<file path="config.mk">
export PLATFORM = sky130hd
export DESIGN_NAME = string_search_seq
export DESIGN_NICKNAME = d
export VERILOG_FILES = /design/src/rtl/string_search_seq_pkg.sv /design/src/rtl/string_search_seq.sv
export SDC_FILE = /design/constraint.sdc
export NUM_CORES = 1
export LEC_CHECK = 0
export CORE_ASPECT_RATIO = 1.1
export CORE_MARGIN = 2
export CORE_UTILIZATION = 59
export CTS_CLUSTER_SIZE = 8
export DETAILED_ROUTE_END_ITERATION = 8
export PLACE_DENSITY = 0.86
export REMOVE_ABC_BUFFERS = 1
export SLEW_MARGIN = 40
export SYNTH_ARGS = -nofsm -noshare
export SYNTH_HDL_FRONTEND = slang
export SYNTH_SLANG_ARGS = --single-unit
</file>
<file path="constraint.sdc">
create_clock -name clk -period 6.5 [get_ports clk]
set_input_delay 1.3 -clock clk [delete_from_list [all_inputs] [get_ports clk]]
set_output_delay 1.3 -clock clk [all_outputs]
set_load 0.1 [all_outputs]
</file>
<file path="src/rtl/string_search_seq_pkg.sv">
// Shared definitions for the naive substring-search sequencer.
//
// Contents:
//   ST_W    - width of the state encoding (also the width of actual_state)
//   state_t - FSM state type with fixed, externally visible encodings
package string_search_pkg;

    localparam int ST_W = 4;

    typedef enum logic [ST_W-1:0] {
        ST_IDLE = 4'd0,
        ST_INIT = 4'd1,
        ST_RD_T = 4'd2,
        ST_RD_P = 4'd3,
        ST_CMP  = 4'd4,
        ST_HIT  = 4'd5,
        ST_ADV  = 4'd6,
        ST_FIN  = 4'd7
    } state_t;

endpackage

</file>
<file path="src/rtl/string_search_seq.sv">
// Naive substring search engine over a single-port, synchronous-read memory
// that holds both the text and the pattern.
//
// Ports:
//   clk, rst            - clock; asynchronous active-high reset
//   start               - begin a search (only honoured in IDLE)
//   text_base, text_len - text location and length, latched at start
//   pat_base, pat_len   - pattern location and length, latched at start
//   mem_addr, mem_rd_en - memory read request; data returns next cycle
//   mem_rdata           - memory read data
//   busy                - high whenever the engine is not IDLE
//   done                - one-cycle pulse when the search finishes
//   match_valid         - one-cycle pulse per match found
//   match_pos           - text offset of the latest match (held)
//   match_count         - number of matches in the current/last search
//   actual_state        - raw state encoding for debug/LEDs
module string_search_seq
    import string_search_pkg::*;
#(
    parameter int ADDR_W = 8,
    parameter int DATA_W = 8
) (
    input  logic              clk,
    input  logic              rst,
    input  logic              start,
    input  logic [ADDR_W-1:0] text_base,
    input  logic [ADDR_W-1:0] text_len,
    input  logic [ADDR_W-1:0] pat_base,
    input  logic [ADDR_W-1:0] pat_len,
    output logic [ADDR_W-1:0] mem_addr,
    output logic              mem_rd_en,
    input  logic [DATA_W-1:0] mem_rdata,
    output logic              busy,
    output logic              done,
    output logic              match_valid,
    output logic [ADDR_W-1:0] match_pos,
    output logic [ADDR_W:0]   match_count,
    output logic [ST_W-1:0]   actual_state
);

    localparam logic [ADDR_W-1:0] ONE_A = ADDR_W'(1);
    localparam logic [ADDR_W:0]   ONE_C = (ADDR_W + 1)'(1);

    state_t state, state_nxt;

    logic [ADDR_W-1:0] text_base_q;
    logic [ADDR_W-1:0] text_len_q;
    logic [ADDR_W-1:0] pat_base_q;
    logic [ADDR_W-1:0] pat_len_q;
    logic [ADDR_W-1:0] i_q;
    logic [ADDR_W-1:0] j_q;
    logic [ADDR_W-1:0] pos_q;
    logic [DATA_W-1:0] t_char;
    logic [ADDR_W:0]   count_q;

    logic char_eq;
    logic last_char;
    logic last_align;
    logic no_search;

    // In CMP the pattern character is on mem_rdata; the text character was
    // captured one cycle earlier.
    assign char_eq    = (mem_rdata == t_char);
    assign last_char  = (j_q == (pat_len_q - ONE_A));
    // The last alignment to try is text_len-pat_len; INIT guarantees
    // pat_len <= text_len so this never underflows when reached.
    assign last_align = (i_q == (text_len_q - pat_len_q));
    assign no_search  = (pat_len_q == '0) || (pat_len_q > text_len_q);

    assign match_pos    = pos_q;
    assign match_count  = count_q;
    assign actual_state = state;

    always_ff @(posedge clk or posedge rst) begin
        if (rst) begin
            state <= ST_IDLE;
        end else begin
            state <= state_nxt;
        end
    end

    always_comb begin
        state_nxt   = state;
        mem_addr    = '0;
        mem_rd_en   = 1'b0;
        busy        = 1'b1;
        done        = 1'b0;
        match_valid = 1'b0;
        case (state)
            ST_IDLE: begin
                busy = 1'b0;
                if (start) begin
                    state_nxt = ST_INIT;
                end
            end
            ST_INIT: begin
                state_nxt = no_search ? ST_FIN : ST_RD_T;
            end
            ST_RD_T: begin
                mem_addr  = text_base_q + i_q + j_q;
                mem_rd_en = 1'b1;
                state_nxt = ST_RD_P;
            end
            ST_RD_P: begin
                mem_addr  = pat_base_q + j_q;
                mem_rd_en = 1'b1;
                state_nxt = ST_CMP;
            end
            ST_CMP: begin
                if (!char_eq) begin
                    state_nxt = ST_ADV;
                end else if (last_char) begin
                    state_nxt = ST_HIT;
                end else begin
                    state_nxt = ST_RD_T;
                end
            end
            ST_HIT: begin
                match_valid = 1'b1;
                state_nxt   = ST_ADV;
            end
            ST_ADV: begin
                state_nxt = last_align ? ST_FIN : ST_RD_T;
            end
            ST_FIN: begin
                done      = 1'b1;
                state_nxt = ST_IDLE;
            end
            default: begin
                state_nxt = ST_IDLE;
            end
        endcase
    end

    // Index, latch and counter registers beside the FSM.
    always_ff @(posedge clk or posedge rst) begin
        if (rst) begin
            text_base_q <= '0;
            text_len_q  <= '0;
            pat_base_q  <= '0;
            pat_len_q   <= '0;
            i_q         <= '0;
            j_q         <= '0;
            pos_q       <= '0;
            t_char      <= '0;
            count_q     <= '0;
        end else begin
            case (state)
                ST_IDLE: begin
                    if (start) begin
                        text_base_q <= text_base;
                        text_len_q  <= text_len;
                        pat_base_q  <= pat_base;
                        pat_len_q   <= pat_len;
                        i_q         <= '0;
                        j_q         <= '0;
                        count_q     <= '0;
                    end
                end
                ST_INIT: begin
                    i_q     <= '0;
                    j_q     <= '0;
                    count_q <= '0;
                end
                ST_RD_P: begin
                    t_char <= mem_rdata;
                end
                ST_CMP: begin
                    if (char_eq) begin
                        // Load the position on the way into HIT so it is
                        // already valid while match_valid is high.
                        if (last_char) begin
                            pos_q <= i_q;
                        end else begin
                            j_q <= j_q + ONE_A;
                        end
                    end
                end
                ST_HIT: begin
                    count_q <= count_q + ONE_C;
                end
                ST_ADV: begin
                    if (!last_align) begin
                        i_q <= i_q + ONE_A;
                        j_q <= '0;
                    end
                end
                default: begin
                end
            endcase
        end
    end

endmodule
</file>
# Word level (Yosys, flattened, before mapping)
# Cells that the tools add are included.
# W data, S select, Z words.
[word_totals]
regBits = 77
latch_bits = 0
ramBits = 0
mem_bits_ro = 0
inputBits = 43
out_inout_bits = 33
word_cells = 65
n_memories = 0
[classes]
addsub = 8
mul = 0
div = 0
magnitude_cmp = 1
n_eq_ne = 14
n_shift = 0
n_mux = 20
bitwise = 0
reduce_logical = 12
[ops]
columns = ["op", "count"]
rows = [
  ["$mux W8", 5],
  ["$pmux W8 S4", 1],
  ["$pmux W4 S7", 1],
  ["$pmux W9 S3", 1],
  ["$add A8 B8 Y8", 3],
  ["$eq A8 B8 Y1", 3],
  ["$pmux W8 S3", 1],
  ["$add A8 B1 Y8 const B", 2],
  ["$eq A4 B3 Y1 const B", 4],
  ["$pmux W8 S2", 1],
  ["$mux W3", 4],
  ["$add A9 B1 Y9 const B", 1],
  ["$mux W9", 1],
  ["$eq A4 B2 Y1 const B", 2],
  ["$gt A8 B8 Y1", 1],
  ["$logic_not A8 Y1", 1],
  ["$ne A2 B2 Y1 const B", 4],
  ["$sub A8 B1 Y8 const B", 1],
  ["$sub A8 B8 Y8", 1],
  ["$reduce_and A3 Y1", 2],
  ["$reduce_bool A3 Y1", 2],
  ["$reduce_and A5 Y1", 1],
  ["$eq A4 B1 Y1 const B", 1],
  ["$logic_not A4 Y1", 1],
  ["other kinds (6)", 10],
]

# Longest topological paths before layout
[logic_depth]
ltp_word = 5
mapped_depth = 11
mapped_depth_nobuf = 10

# Worst setup path before layout
# Ideal clock, no wire load.
[synth_path]
path_kind = "register to output"
from = "register state[1] (netlist: actual_state[1])"
to = "output port mem_addr[2]"
arrival_time_ns = 5.572
required_ns = 5.200
path_slack_ns = -0.372
path_stages_with_launch = 6
path_buffers = 2
path_cell_list = "dfrtp_1 clkbuf_1 nor2b_1 nand2_1 clkbuf_1 o21ai_0"
[synth_between]
elab_chain_len = 2
elab_cells_between_ends = 3
classes_between = "eq/ne (2); mux (1)"
[synth_lines]
columns = ["element", "line", "source"]
rows = [
  ["from (decl)", "string_search_seq.sv:44", "state_t state, state_nxt;"],
  ["from (signal assigned)", "string_search_seq.sv:78", "state <= state_nxt;"],
  ["$eq A4 B2 Y1", "string_search_seq.sv:89", "case (state)"],
  ["$pmux W8 S2 *", "string_search_seq.sv:89", ""],
  ["to (decl)", "string_search_seq.sv:30", "output logic [ADDR_W-1:0] mem_addr,"],
]
# Every way passes the cells marked *; elsewhere a longest branch is shown, timed or not.

# Worst setup path after layout
[layout_path]
from = "register j_q[1]"
to = "output port mem_addr[7]"
[layout_between]
elab_chain_len = 2
elab_cells_between_ends = 3
classes_between = "add/sub (2); mux (1)"
[layout_lines]
columns = ["element", "line", "source"]
rows = [
  ["from (decl)", "string_search_seq.sv:51", "logic [ADDR_W-1:0] j_q;"],
  ["from (signal assigned)", "string_search_seq.sv:175", "j_q <= j_q + ONE_A;"],
  ["$add A8 B8 Y8, on equally long branches", "string_search_seq.sv:105, string_search_seq.sv:100", ""],
  ["$pmux W8 S2 *", "string_search_seq.sv:89", ""],
]
# Marked as above.

==> flow_summary.yaml <==
power:
  p_total_uw: 2881
  ir_drop_v: 0.0004697
  leakage_uw: 0.002667
  powerDensity_nw_per_um2: 492.5
floorplanning:
  die_y_microns: 99.87
  io_pins: 76
  rows: 34
  die_x_microns: 91.16
  core_area_sq_um: 7998
  start_util_pct: 61.64
  die-area_sq_um: 9104
setup_path:
  cp-end-kind: "primary output"
  cp.arrival_ns: 3.43
  start_kind: "register"
  critPathRequiredTime_ns: 5.20
  cp_max_fo: 7
  critPathKind: "register to primary output"
logic_synthesis:
  syn_area_per_cell_sq_um: 10.16
  synthArstFlopShare_pct: 100.0
  synth.top_cell.area_share_pct: 38.58
  yosysWarningCount: 0
  synth.top_cells.by_area: "dfrtp_1 39%, mux2_2 8.5%, ha_1 6.3%"
  synth_seq_area_share_pct: 38.58
  synth_cells: 485
  ys_seq_elements: 76
  synth_edf_count: 0
  synth_area_sq_um: 4930
  synth_cell_type_count: 63
  synth-main-ff-cell: "dfrtp_1"
  yosys.area.top_type: "dfrtp_1"
placement:
  dpl.cell_count: 656
  pre_cts_ws_ns: 2.235
  globalplace.congestion: 0.9386
  io_buffers: 74
  dp_hpwl_mm: 8.630
sta:
  worst_pin_slew_ns: 0.6861
  setup_ws_ns: 1.772
  fin_skew_ns: 0.01406
  finalMaxSlewViolations: 0
  rsz0062_at_grt: "false"
  fin_crit_ns: 4.728
  relSlewSlack_pct: 54.26
  finalHoldViolations: 0
  post-route-period-util_pct: 72.74
  fmax_mhz: 211.5
  whs_ns: 0.4851
  setup_viol: 0
clock_tree:
  post_cts_resized: 0
  cts.htree.levels: 3
  worstSkewPairLatency_ns: 0.36
  path_clk_slew_ns: 0.09
  clock-sinks: 76
  cts_hold_buf: 0
  cts_setup_buffers: 0
  cts_tree: "built"
  cts_buffer_depth: 2
  cts_root_buffer: "clkbuf_8"
  cts_inserted_buffers: 9
routing:
  drt-initial-drc-count: 299
  vias: 4091
  firstDrtPassIters: 6
  wl_per_cell_microns: 17.78
  drc: 0
  final_antenna_net_count: 0
  routed_wl_mm: 11.95
  viasPerCell: 6.088
grt:
  antenna_found_initial: 0
  grt-ovfl-total: 0
  grt_start_max_net_pins: 77
  grt_pass1_vias: 4182
  grtUsageTotal_pct: 28.01
  grt_pass1_wl_mm: 20.21
cells_and_area:
  final_core_util_pct: 73.14
  largest_reg_flops: 9
  antenna_cells: 0
  stdcell_count: 672
  num-nets-final: 637
  layout-drive-gt1-share_pct: 18.44
  syn_to_final_growth_pct: 18.65
hold_path:
  hp-class: "register to register"
outcome:
  status: "finished clean"
flow_run:
  maxCapViolCount: 0
metrics by stage:
step | instance area [sq um] | setup TNS [ns]
2_1_floorplan | 4868 | -0.6856
3_3_place_gp | 5782 | 0
3_5_place_dp | 5625 | 0
4_1_cts | 5849 | 0
5_1_grt | 5849 | 0
6_report | 5849 | 0
final timing paths:
kind | start | to | slack, ns | cells past startpoint
min reg2reg | match_count[8]$_DFFE_PP0P_ | match_count[8]$_DFFE_PP0P_ | 0.49 | 1
max | j_q[1]$_DFFE_PP0P_ | mem_addr[7] | 1.77 | 10
min | match_count[8]$_DFFE_PP0P_ | match_count[8]$_DFFE_PP0P_ | 0.49 | 1
min in group asynchronous | rst | match_count[5]$_DFFE_PP0P_ | 1.44 | 3
max reg2reg | pat_len_q[1]$_DFFE_PP0P_ | match_pos[2]$_DFFE_PP0P_ | 3.15 | 8
max in group asynchronous | rst | text_len_q[0]$_DFFE_PP0P_ | 4.60 | 3
routing by layer:
layer | GRT usage, % | vias to the layer above | part of all wire, % | wire length (microns)
li1 | - | 1902 | - | -
met3 | 5.030 | 37 | 6.2 | 744
met1 | 34.97 | 1992 | 40 | 4736
met4 | 10.84 | 0 | 2.9 | 342
met2 | 48.72 | 160 | 51 | 6127
met5 | 0 | - | 0 | 0
synth_stat cells, drive strengths merged (2+ instances only):
library cell,number
a211o,3
a211oi,5
a21o,7
a21oi,14
a22o,6
a31oi,2
and2,5
and3,7
buf,2
clkbuf,13
dfrtp,76
fa,10
ha,25
inv,22
mux2,37
mux2i,4
nand2,36
nand2b,8
nand3,14
nand3b,2
nand4,6
nor2,21
nor2b,7
nor3,6
nor3b,2
nor4,3
o211ai,6
o21a,6
o21ai,40
o21bai,3
o22ai,6
o311ai,3
o31a,4
o31ai,5
or2,4
or3,5
or4b,2
xnor2,24
xor2,19
cell type report:
| class | count | area [sq um] |
|---|---|---|
| Clock buffer | 11 | 141.4 |
| Clock inverter | 5 | 82.58 |
| Fill cell | 637 | 2148 |
| Inverter | 23 | 86.33 |
| Multi-Input combinational cell | 371 | 2888 |
| Sequential cell | 76 | 1902 |
| Tap cell | 108 | 135.1 |
| Timing Repair Buffer | 78 | 614.3 |
power by group:
part / internal [uW] / switching, uW
combinational: 596 / 1100
clock: 228 / 185
sequential: 618 / 151
total: 1440 / 1440
cell usage in the layout (no fill, tap or decap), types with 19 or more instances in the layout:
master and count:
xnor2_1 24, o21ai_0 39, xor2_1 19, dfrtp_1 76
mux2_2 37, inv_1 21, nor2_1 20, ha_1 25
nand2_1 36, clkdlybuf4s50_1 42, buf_2 32
worst max-delay path, stage by stage (launching register included):
cell and delay [ns]:
dfrtp_1 0.51, fa_1 0.48, ha_1 0.25, fa_1 0.41, a21o_1 0.18, a21oi_1 0.25
o21bai_1 0.10, a21oi_1 0.18, xnor2_1 0.09, o22ai_1 0.16, buf_2 0.47
cell families (layout without fill, tap and decap cells):
family,Yosys count,after routing,share of synthesized area [%]
AOI/OAI and AO/OA,120,120,16.55
other,1,1,0.07607
DFF,76,76,38.58
adders and majority gates,35,35,10.41
buffers and inverters,38,117,2.995
xor gates and xnor gates,43,43,7.640
and+or+nand+nor,131,131,14.49
muxes,41,41,9.264
Power figures use the tool's default switching activity.
